**config.mk**
```make
export PLATFORM = sky130hd
export DESIGN_NAME = uart_tx_serializer
export DESIGN_NICKNAME = d
export VERILOG_FILES = /design/src/rtl/uart_tx_serializer.sv
export SDC_FILE = /design/constraint.sdc
export NUM_CORES = 1
export LEC_CHECK = 0
export ABC_AREA = 1
export ABC_CLOCK_PERIOD_IN_PS = 2300
export CORE_ASPECT_RATIO = 0.7
export CORE_MARGIN = 3
export CORE_UTILIZATION = 50
export DETAILED_ROUTE_END_ITERATION = 8
export GPL_TIMING_DRIVEN = 0
export PLACE_DENSITY = 0.7
export SLEW_MARGIN = 20
export SYNTH_ARGS = -nofsm -noshare
export SYNTH_HDL_FRONTEND = slang
export SYNTH_SLANG_ARGS = --single-unit
```
**constraint.sdc**
```tcl
create_clock -name clk -period 2.3 [get_ports clk]
set_clock_uncertainty 0.1 [all_clocks]
set_input_delay 0.23 -clock clk [delete_from_list [all_inputs] [get_ports clk]]
set_output_delay 0.23 -clock clk [all_outputs]
set_load 0.1 [all_outputs]
```
**src/rtl/uart_tx_serializer.sv**
```systemverilog
// UART transmit serializer: start bit, DATA_WIDTH bits LSB first, optional parity, 1-2 stop bits.
// Latency: tx drops to the start bit the cycle after tx_valid is accepted in IDLE; frame is
//          (1 + DATA_WIDTH + PARITY_EN + STOP_BITS) * CLKS_PER_BIT cycles long.
// Backpressure: tx_busy is high for the whole frame; tx_valid is ignored while busy.
//
// Ports:
//   clk, rst_n      clock and asynchronous active-low reset
//   tx_data         byte to send, sampled only in the accepting cycle
//   tx_valid        tx_data valid (FIFO data_valid)
//   tx_busy         frame in progress, stalls the upstream FIFO
//   tx              serial line, idle high
//   tx_done         one-cycle pulse during the final cycle of the last stop bit
module uart_tx_serializer #(
    parameter int DATA_WIDTH   = 8,
    parameter int CLKS_PER_BIT = 868,
    parameter int PARITY_EN    = 0,
    parameter int PARITY_ODD   = 0,
    parameter int STOP_BITS    = 1
) (
    input  logic                  clk,
    input  logic                  rst_n,
    input  logic [DATA_WIDTH-1:0] tx_data,
    input  logic                  tx_valid,
    output logic                  tx_busy,
    output logic                  tx,
    output logic                  tx_done
);

    generate
        if (STOP_BITS < 1 || STOP_BITS > 2) begin : g_bad_stop_bits
            $error("uart_tx_serializer: STOP_BITS must be 1 or 2");
        end
        if (CLKS_PER_BIT < 2) begin : g_bad_clks_per_bit
            $error("uart_tx_serializer: CLKS_PER_BIT must be >= 2");
        end
        if (DATA_WIDTH < 5 || DATA_WIDTH > 9) begin : g_bad_data_width
            $error("uart_tx_serializer: DATA_WIDTH must be 5..9");
        end
    endgenerate

    localparam int CW = (CLKS_PER_BIT > 2) ? $clog2(CLKS_PER_BIT) : 1;
    localparam int IW = $clog2(DATA_WIDTH);

    localparam logic [CW-1:0] CNT_MAX       = CW'(CLKS_PER_BIT - 1);
    localparam logic [IW-1:0] IDX_DATA_LAST = IW'(DATA_WIDTH - 1);
    localparam logic [IW-1:0] IDX_STOP_LAST = IW'(STOP_BITS - 1);
    localparam logic          PAR_ODD       = (PARITY_ODD != 0);
    localparam logic          PAR_EN        = (PARITY_EN != 0);

    typedef enum logic [2:0] {
        S_IDLE,
        S_START,
        S_DATA,
        S_PARITY,
        S_STOP
    } state_t;

    state_t                  state_q, state_d;
    logic [CW-1:0]           cnt_q, cnt_d;
    logic [IW-1:0]           idx_q, idx_d;      // data bit index, reused as stop bit index
    logic [DATA_WIDTH-1:0]   shift_q, shift_d;
    logic                    par_q, par_d;
    logic                    tx_d, busy_d, done_d;
    logic                    bit_end;

    assign bit_end = (cnt_q == CNT_MAX);

    always_ff @(posedge clk or negedge rst_n) begin
        if (!rst_n) begin
            state_q <= S_IDLE;
            cnt_q   <= '0;
            idx_q   <= '0;
            shift_q <= '0;
            par_q   <= 1'b0;
            tx      <= 1'b1;
            tx_busy <= 1'b0;
            tx_done <= 1'b0;
        end else begin
            state_q <= state_d;
            cnt_q   <= cnt_d;
            idx_q   <= idx_d;
            shift_q <= shift_d;
            par_q   <= par_d;
            tx      <= tx_d;
            tx_busy <= busy_d;
            tx_done <= done_d;
        end
    end

    // Next-state logic for FSM, baud counter, bit index and shift register.
    always_comb begin
        state_d = state_q;
        idx_d   = idx_q;
        shift_d = shift_q;
        par_d   = par_q;
        cnt_d   = bit_end ? '0 : cnt_q + 1'b1;

        case (state_q)
            S_IDLE: begin
                cnt_d = '0;
                idx_d = '0;
                if (tx_valid) begin
                    shift_d = tx_data;
                    par_d   = (^tx_data) ^ PAR_ODD;
                    state_d = S_START;
                end
            end
            S_START: begin
                if (bit_end) begin
                    idx_d   = '0;
                    state_d = S_DATA;
                end
            end
            S_DATA: begin
                if (bit_end) begin
                    shift_d = {1'b0, shift_q[DATA_WIDTH-1:1]};
                    if (idx_q == IDX_DATA_LAST) begin
                        idx_d   = '0;
                        state_d = PAR_EN ? S_PARITY : S_STOP;
                    end else begin
                        idx_d = idx_q + 1'b1;
                    end
                end
            end
            S_PARITY: begin
                if (bit_end) begin
                    idx_d   = '0;
                    state_d = S_STOP;
                end
            end
            S_STOP: begin
                if (bit_end) begin
                    if (idx_q == IDX_STOP_LAST) begin
                        idx_d   = '0;
                        state_d = S_IDLE;
                    end else begin
                        idx_d = idx_q + 1'b1;
                    end
                end
            end
            default: begin
                state_d = S_IDLE;
            end
        endcase
    end

    // Outputs are decoded from the next state so the registered copies line up
    // with the state they describe (no extra cycle of output latency).
    always_comb begin
        tx_d   = 1'b1;
        busy_d = (state_d != S_IDLE);
        done_d = (state_d == S_STOP) && (cnt_d == CNT_MAX) && (idx_d == IDX_STOP_LAST);
        case (state_d)
            S_START:  tx_d = 1'b0;
            S_DATA:   tx_d = shift_d[0];
            S_PARITY: tx_d = par_d;
            default:  tx_d = 1'b1;
        endcase
    end

endmodule
```
==> impl_metrics.env, run 1 <==
export IMPL_status="finished clean"
export IMPL_synth_area_leader_cell="dfrtp_1"
export IMPL_fmax_mhz=444
export IMPL_cp_start_kind="flip-flop"
export IMPL_path_clk_slew_ns=0.10
export IMPL_cp_slowest_cell="clkdlybuf4s50_1"
export IMPL_worstSetupPathType="flip-flop to output port"
export IMPL_comb_power_share=0.061
export IMPL_ys_seq_area_frac=0.403
export IMPL_htree_levels=1
export IMPL_maxCapViolCount=0
export IMPL_post_route_period_util=0.978
export IMPL_synth_cells=223
export IMPL_r2r_start="cnt_q[0]"
export IMPL_first_pass_iters=4
export IMPL_syn_area_um2=1740
export IMPL_finalMaxSlewViolations=0
export IMPL_stdcell_count=288
export IMPL_synth_nets=238
export IMPL_p_int_uw=754
export IMPL_cts_buffers=3
export IMPL_grt_pass1_vias=1285
export IMPL_ios=14
export IMPL_multi_input_area_um2=886
export IMPL_wl_per_cell_um=11.6
export IMPL_clock_latency_ns=0.28
export IMPL_overflow=0
export IMPL_crit_family="buffers and inverters"
export IMPL_drc=0
export IMPL_fillers=305
export IMPL_cp_slowest_stage_delay_ns=1.12
export IMPL_worst_slew_pin_slew_ns=0.983
export IMPL_final_cell_mix="nand2_1 (59), inv_1 (34), dfrtp_1 (27)"
export IMPL_tritoncts="yes"
export IMPL_swShare=0.205
export IMPL_clk_path_buf_depth=2
export IMPL_hold_violations=0
export IMPL_die_h_um=55.4
export IMPL_powerDensity_nw_per_um2=472
export IMPL_netlist_cell_type_count=31
export IMPL_cts_root_buf="clkbuf_8"
export IMPL_hp_class="input port to asynchronous set/reset pin"
export IMPL_numPortBuffers=13
export IMPL_gp_congestion=0.852
export IMPL_syn_area_per_cell_um2=7.81
export IMPL_ir_drop_mv=0.337
export IMPL_num_vias=1405
export IMPL_fin_ws_ns=0.0495
export IMPL_fin_crit_ns=2.25
export IMPL_yosys_warnings=0
export IMPL_rsz0062_at_grt="false"
export IMPL_r2r_cells=11
export IMPL_r2r_slack_ns=0.39
export IMPL_diodes=0
export IMPL_setup_viol=0
export IMPL_crit_fanout=1
export IMPL_core_area_um2=3230
export IMPL_maxSlewHeadroom=0.343
export IMPL_dpl_hpwl_mm=2.63
export IMPL_arrival_ns=1.92
export IMPL_place_ws_ns=0.358
export IMPL_cts_sinks=28
export IMPL_p_clk_frac=0.420
export IMPL_reg2reg_to="tx_done"
export IMPL_grt_max_degree=29
export IMPL_design_area_um2=2010
export IMPL_grt_pass1_wl_mm=5.82
export IMPL_dp_cells=283
export IMPL_power_frac_seq=0.519
export IMPL_routed_via_density=4.88
export IMPL_final_common_cell="nand2_1"
export IMPL_regArea_um2=702
export IMPL_routed_wirelength_mm=3.33
export IMPL_crit_chain="clkdlybuf4s50_1"
export IMPL_fp_dieW_um=76.5
export IMPL_synthToLayoutAreaGrowth_pct=15.2
export IMPL_cp_required_ns=1.97
export IMPL_dieArea_um2=4240
export IMPL_antenna_left=0
export IMPL_switching_power_uw=194
export IMPL_fin_setup_tns_ns=0
export IMPL_p_leak_uw=0.00102
export IMPL_start_util=0.539
export IMPL_ys_ff_latch=28
export IMPL_synth_top_area_frac=0.388
export IMPL_synth_area_leaders="dfrtp_1 (39%), nand2_1 (13%), inv_1 (7.3%)"
export IMPL_rows=17
export IMPL_drtIter0Drc=85
export IMPL_antenna_found_initial=0
export IMPL_final_net_count=257
export IMPL_grt_usage=0.170
export IMPL_crit_path_end_kind="output port"
export IMPL_layout_drive_gt1_share=0.162
export IMPL_place_area_um2=1930
export IMPL_crit_buf_inv=1
## power by group through the flow
stage	Sequential, µW	Combinational (µW)	Clock [µW]
after floorplan	502	24.9	0
after global placement	502	57.9	0
after global routing	492	64.1	430
after detailed placement	502	57.9	0
final	492	57.7	399
after CTS	492	59.3	410
## layer usage
metal  routed length, µm  vias to the layer above  part of all wire  global-route usage
li1                    -                      739                 -                   -
met1                1830                      632              0.55               0.254
met2                1320                       29              0.40               0.252
met3                 157                        5             0.047              0.0407
met4                  21                        0            0.0063              0.0310
met5                   0                        -                 0                   0
## worst max-delay path by stage
stage	startpoint	to	slack, ns	cells after the start
final	tx	tx	0.05	1
after CTS	tx	tx	0.03	1
after detailed placement	tx	tx	0.36	1
after global placement	tx	tx	0.36	1
after global routing	tx	tx	0.002	1
after floorplan	cnt_q[0]	tx_done	0.68	10
## Yosys cell counts
master and count:
a21boi_0 1, a21oi_1 1, a31o_2 1, buf_4 1, clkinv_1 3, dfrtp_1 27, dfstp_2 1, ha_1 4
inv_1 34, inv_2 2, nand2_1 59, nand2_2 8, nand2_4 4, nand3_1 13, nand3_2 1, nand3_4 1
nand3b_1 2, nand4_1 5, nand4_2 1, nor2_1 19, nor2_2 8, nor2_4 3, nor3_1 3, o211ai_2 2
o21ai_0 2, o21ai_1 1, o21bai_1 1, o221ai_1 6, or2_2 1, xnor2_1 5, xor2_1 3
## metrics by stage
step / util / power (µW) / hold WS, ns
floorplan: - / 527 / -0.166
global placement: 0.597 / 560 / 0.396
detailed placement: 0.596 / 560 / 0.189
CTS: 0.621 / 961 / 0.411
global route: 0.621 / 986 / 0.437
finish: 0.621 / 948 / 0.386
## final cells by class
| cell class | instances | area share |
|---|---|---|
| tap | 47 | 0.0293 |
| sequential | 28 | 0.350 |
| inverter | 39 | 0.0729 |
| buffer | 1 | 0.00374 |
| clock inverter | 1 | 0.0150 |
| clock buffer | 3 | 0.0206 |
| timing repair buffer | 14 | 0.0673 |
| multi-input combinational | 155 | 0.441 |
## sequential cells by signal (all words and copies together), names as in the netlist
name     count
par_q        1
state_q      3
idx_q        3
shift_q      8
cnt_q       10
tx_busy      1
tx_done      1
tx           1
## logic make-up after synthesis
| group | synth area share |
|---|---|
| AO/OA/AOI/OAI | 0.0697 |
| AND/OR/NAND/NOR | 0.370 |
| flip-flops | 0.403 |
| XOR/XNOR | 0.0402 |
| buffers and inverters | 0.0884 |
| adder cells (fa/ha/maj) | 0.0287 |
## timing repair
| item | in CTS | in global routing |
|---|---|---|
| hold endpoints to repair | 27 | 0 |
| gates resized for setup | 0 | 0 |
| setup buffers | 0 | 0 |
| hold buffers | 1 | 0 |
Power figures use the tool's default switching activity.
==> inputs of run 2 (changes only) <==
REMOVE_ABC_BUFFERS = 1   (was default)
==> run 2 against run 1 <==
Sequential power barely moved. Highest routed layer unchanged. Flip-flop and latch count stayed put. Final cell count is 0.35% lower. Combinational power barely moved. Largest cell class unchanged.
==> impl_metrics.env, run 2 (same netlist as run 1, synthesis figures left out) <==
export IMPL_htree_levels=1
export IMPL_cp_required_ns=1.97
export IMPL_cts_root_buf="clkbuf_8"
export IMPL_final_net_count=256
export IMPL_routed_via_density=4.87
export IMPL_worstSetupPathType="flip-flop to output port"
export IMPL_antenna_left=0
export IMPL_grt_max_degree=29
export IMPL_setup_viol=0
export IMPL_fin_setup_tns_ns=0
export IMPL_fillers=310
export IMPL_core_area_um2=3230
export IMPL_clock_latency_ns=0.29
export IMPL_drc=0
export IMPL_overflow=0
export IMPL_arrival_ns=1.93
export IMPL_antenna_found_initial=0
export IMPL_layout_drive_gt1_share=0.158
export IMPL_start_util=0.539
export IMPL_place_area_um2=1920
export IMPL_fin_crit_ns=2.26
export IMPL_hp_class="input port to asynchronous set/reset pin"
export IMPL_post_cts_buffers=0
export IMPL_finalMaxSlewViolations=0
export IMPL_r2r_slack_ns=0.36
export IMPL_final_common_cell="nand2_1"
export IMPL_largestRegisters="cnt_q x10, shift_q x8"
export IMPL_fmax_mhz=443
export IMPL_cp_slowest_cell="clkdlybuf4s50_1"
export IMPL_crit_family="buffers and inverters"
export IMPL_hold_violations=0
export IMPL_synthToLayoutAreaGrowth_pct=14.8
export IMPL_first_pass_iters=4
export IMPL_path_clk_slew_ns=0.11
export IMPL_wl_per_cell_um=12.0
export IMPL_drtIter0Drc=109
export IMPL_regArea_um2=702
export IMPL_powerDensity_nw_per_um2=478
export IMPL_cp_start_kind="flip-flop"
export IMPL_routed_wirelength_mm=3.44
export IMPL_rows=17
export IMPL_ir_drop_mv=0.299
export IMPL_ios=14
export IMPL_cp_slowest_stage_delay_ns=1.12
export IMPL_grt_usage=0.181
export IMPL_diodes=0
export IMPL_die_h_um=55.4
export IMPL_crit_start="tx"
export IMPL_maxCapViolCount=0
export IMPL_crit_buf_inv=1
export IMPL_status="finished clean"
export IMPL_regMostFlops="cnt_q"
export IMPL_dpl_hpwl_mm=2.64
export IMPL_fp_dieW_um=76.5
export IMPL_crit_fanout=1
export IMPL_cts_buffers=3
export IMPL_cts_sinks=28
export IMPL_worst_slew_pin_slew_ns=0.963
export IMPL_maxSlewHeadroom=0.356
export IMPL_post_route_period_util=0.981
export IMPL_final_cell_mix="nand2_1 (59), inv_1 (34), dfrtp_1 (27)"
export IMPL_crit_path_end_kind="output port"
export IMPL_tritoncts="yes"
export IMPL_dieArea_um2=4240
export IMPL_p_leak_uw=0.00101
export IMPL_clk_path_buf_depth=2
export IMPL_numPortBuffers=13
export IMPL_grt_pass1_vias=1349
export IMPL_num_vias=1399
export IMPL_rsz0062_at_grt="false"
export IMPL_gp_congestion=0.841
export IMPL_crit_chain="clkdlybuf4s50_1"
export IMPL_grt_pass1_wl_mm=6.14
export IMPL_r2r_start="cnt_q[0]"
export IMPL_multi_input_area_um2=886
export IMPL_design_area_um2=2000
export IMPL_largest_register_ffs=10
## run 2: cell types whose count changed in the layout (fill, tap and decap cells not counted), sizes merged
cell	previous run	this run
buf	2	1
## run 2: repair_timing
action	CTS	global route
endpoints found under the setup margin	0	0
gates resized for setup	0	0
endpoints found under the hold margin	27	0
hold buffers	1	0
## run 2: through the flow
step	power [µW]	hold slack, ns	utilization	std cells	setup WS (ns)
after floorplan	527	-0.166	-	222	0.681
final	956	0.375	0.618	287	0.0441
after CTS	961	0.411	0.618	287	0.0341
after global placement	560	0.397	0.595	282	0.359
after detailed placement	560	0.187	0.593	282	0.358
after global routing	986	0.446	0.618	287	0.00614
## run 2: metal layers
metal  wire length [µm]  GRT usage  vias to the layer above
met5                  0          0                        -
met4                 44     0.0594                        0
met3                132     0.0407                        5
met2               1390      0.270                       28
met1               1880      0.260                      636
li1                   -          -                      730
## run 2: power breakdown
group / internal, µW / switching (µW) / leakage (µW)
clock: 234 / 172 / 0.0000357
sequential: 492 / 0 / 0.000326
combinational: 28.8 / 28.9 / 0.000651
total: 754 / 201 / 0.00101
## run 2: layout make-up
class                   instances  share of cell area
clock buffers                   3              0.0207
clock inverters                 1              0.0150
inverters                      39              0.0732
multi-input cells             155               0.443
flip-flops and latches         28               0.351
well taps                      47              0.0294
repair buffers                 14              0.0676
## run 2: worst paths after layout
kind,endpoint,depth (start not counted)
max reg2reg,shift_q[6],8
min in group clk,shift_q[0],2
max in group asynchronous,tx_done,2
max,tx,1
min reg2reg,shift_q[0],2
min,idx_q[2],2
==> inputs of run 3 (changes only) <==
CORE_ASPECT_RATIO = 1.5   (was 0.7)
==> run 3 against run 2 <==
Non-clock buffer count did not move. Sequential power barely moved. First-iteration DRC count fell by 71%.
==> impl_metrics.env, run 3 (same netlist as run 1, synthesis figures left out) <==
export IMPL_crit_buf_inv=1
export IMPL_routed_via_density=5.14
export IMPL_cp_slowest_cell="clkdlybuf4s50_1"
export IMPL_final_net_count=256
export IMPL_grt_max_degree=29
export IMPL_setup_viol=0
export IMPL_clk_path_buf_depth=2
export IMPL_tritoncts="yes"
export IMPL_htree_levels=1
export IMPL_drtIter0Drc=32
export IMPL_clock_latency_ns=0.27
export IMPL_start_util=0.535
export IMPL_p_leak_uw=0.00103
export IMPL_cp_slowest_stage_delay_ns=1.12
export IMPL_synthToLayoutAreaGrowth_pct=14.4
export IMPL_gp_congestion=0.846
export IMPL_cp_start_kind="flip-flop"
export IMPL_largestRegisters="cnt_q x10, shift_q x8"
export IMPL_largest_register_ffs=10
export IMPL_grt_pass1_vias=1372
export IMPL_finalMaxSlewViolations=0
export IMPL_fin_setup_tns_ns=0
export IMPL_fillers=313
export IMPL_grt_pass1_wl_mm=5.79
export IMPL_wl_per_cell_um=11.5
export IMPL_cp_required_ns=1.97
export IMPL_powerDensity_nw_per_um2=468
export IMPL_layout_drive_gt1_share=0.158
export IMPL_final_common_cell="nand2_1"
export IMPL_place_area_um2=1910
export IMPL_hp_class="input port to asynchronous set/reset pin"
export IMPL_post_route_period_util=0.897
export IMPL_worst_slew_pin_slew_ns=0.966
export IMPL_crit_fanout=1
export IMPL_cts_root_buf="clkbuf_8"
export IMPL_rows=25
export IMPL_core_area_um2=3250
export IMPL_design_area_um2=1990
export IMPL_worstSetupPathType="flip-flop to output port"
export IMPL_numPortBuffers=13
export IMPL_overflow=0
export IMPL_post_cts_buffers=0
export IMPL_diodes=0
export IMPL_final_cell_mix="nand2_1 (59), inv_1 (34), dfrtp_1 (27)"
export IMPL_path_clk_slew_ns=0.09
export IMPL_status="finished clean"
export IMPL_drc=0
export IMPL_cts_buffers=3
export IMPL_fin_ws_ns=0.237
export IMPL_die_h_um=78.3
export IMPL_fin_crit_ns=2.06
export IMPL_dieArea_um2=4240
export IMPL_maxSlewHeadroom=0.354
export IMPL_arrival_ns=1.73
export IMPL_rsz0062_at_grt="false"
export IMPL_ios=14
export IMPL_regMostFlops="cnt_q"
export IMPL_fmax_mhz=485
export IMPL_regArea_um2=702
export IMPL_crit_path_end_kind="output port"
export IMPL_ir_drop_mv=0.326
export IMPL_crit_family="buffers and inverters"
export IMPL_maxCapViolCount=0
export IMPL_cts_sinks=28
export IMPL_first_pass_iters=5
export IMPL_antenna_left=0
export IMPL_place_ws_ns=0.333
export IMPL_r2r_slack_ns=0.36
export IMPL_num_vias=1440
export IMPL_crit_chain="clkdlybuf4s50_1"
export IMPL_multi_input_area_um2=886
export IMPL_antenna_found_initial=0
export IMPL_fp_dieW_um=54.2
export IMPL_hold_violations=0
export IMPL_routed_wirelength_mm=3.22
export IMPL_grt_usage=0.182
export IMPL_dpl_hpwl_mm=2.64
run 3: cell types whose count changed in the layout (fill, tap and decap cells not counted), sizes merged:
cell,before,now
clkdlybuf4s50,12,11
dlymetal6s2s,0,1
run 3: worst reg2reg max path, cell delays in order, from the launching register on:
cell and delay (ns):
dfrtp_1 0.46, ha_1 0.29, inv_1 0.08, nor2_1 0.11, nand4_2 0.14, nor2_2 0.13, nand2_1 0.10, nand2_1 0.10
nand3_1 0.08, nor2_1 0.14, nand2_1 0.06, nor2_1 0.09
run 3: layout make-up:
cell class,instances,share of cell area
clock buffer,3,0.0207
clock inverter,1,0.0151
inverter,39,0.0734
timing repair buffer,14,0.0691
tap,40,0.0251
sequential,28,0.352
multi-input combinational,155,0.444
run 3: metrics by stage:
step / util / hold slack (ns) / power (µW) / instances
3_3_place_gp: 0.588 / 0.411 / 558 / 275
2_1_floorplan: - / -0.166 / 527 / 222
3_5_place_dp: 0.587 / 0.174 / 559 / 275
4_1_cts: 0.612 / 0.407 / 949 / 280
5_1_grt: 0.613 / 0.464 / 974 / 280
6_report: 0.613 / 0.396 / 933 / 280
run 3: report_power, final:
group	switching (µW)	internal, µW	total (µW)	leakage [µW]
Sequential	0	492	492	0.000326
Combinational	28.3	28.8	57.1	0.000670
Clock	151	233	384	0.0000357
Total	180	754	933	0.00103
run 3: what timing repair did:
| action | CTS | global route |
|---|---|---|
| hold endpoints to repair | 27 | 0 |
| endpoints found under the setup margin | 0 | 1 |
| resized for setup | 0 | 1 |
| hold buffers | 1 | 0 |
run 3: worst paths after layout:
check                           start    endpoint  depth (start not counted)
max in group asynchronous       rst_n    idx_q[2]                          2
min in group clk           shift_q[0]  shift_q[0]                          2
hold / removal                  rst_n    cnt_q[4]                          2
setup reg to reg             cnt_q[0]     tx_done                         11
setup / recovery              tx_busy     tx_busy                          1
hold reg to reg            shift_q[0]  shift_q[0]                          2
run 3: metal layers:
metal	GRT usage	share of wire	up-vias
met5	0	0	-
met1	0.225	0.42	668
li1	-	-	744
met2	0.314	0.54	24
met3	0.0247	0.027	4
met4	0.0599	0.011	0
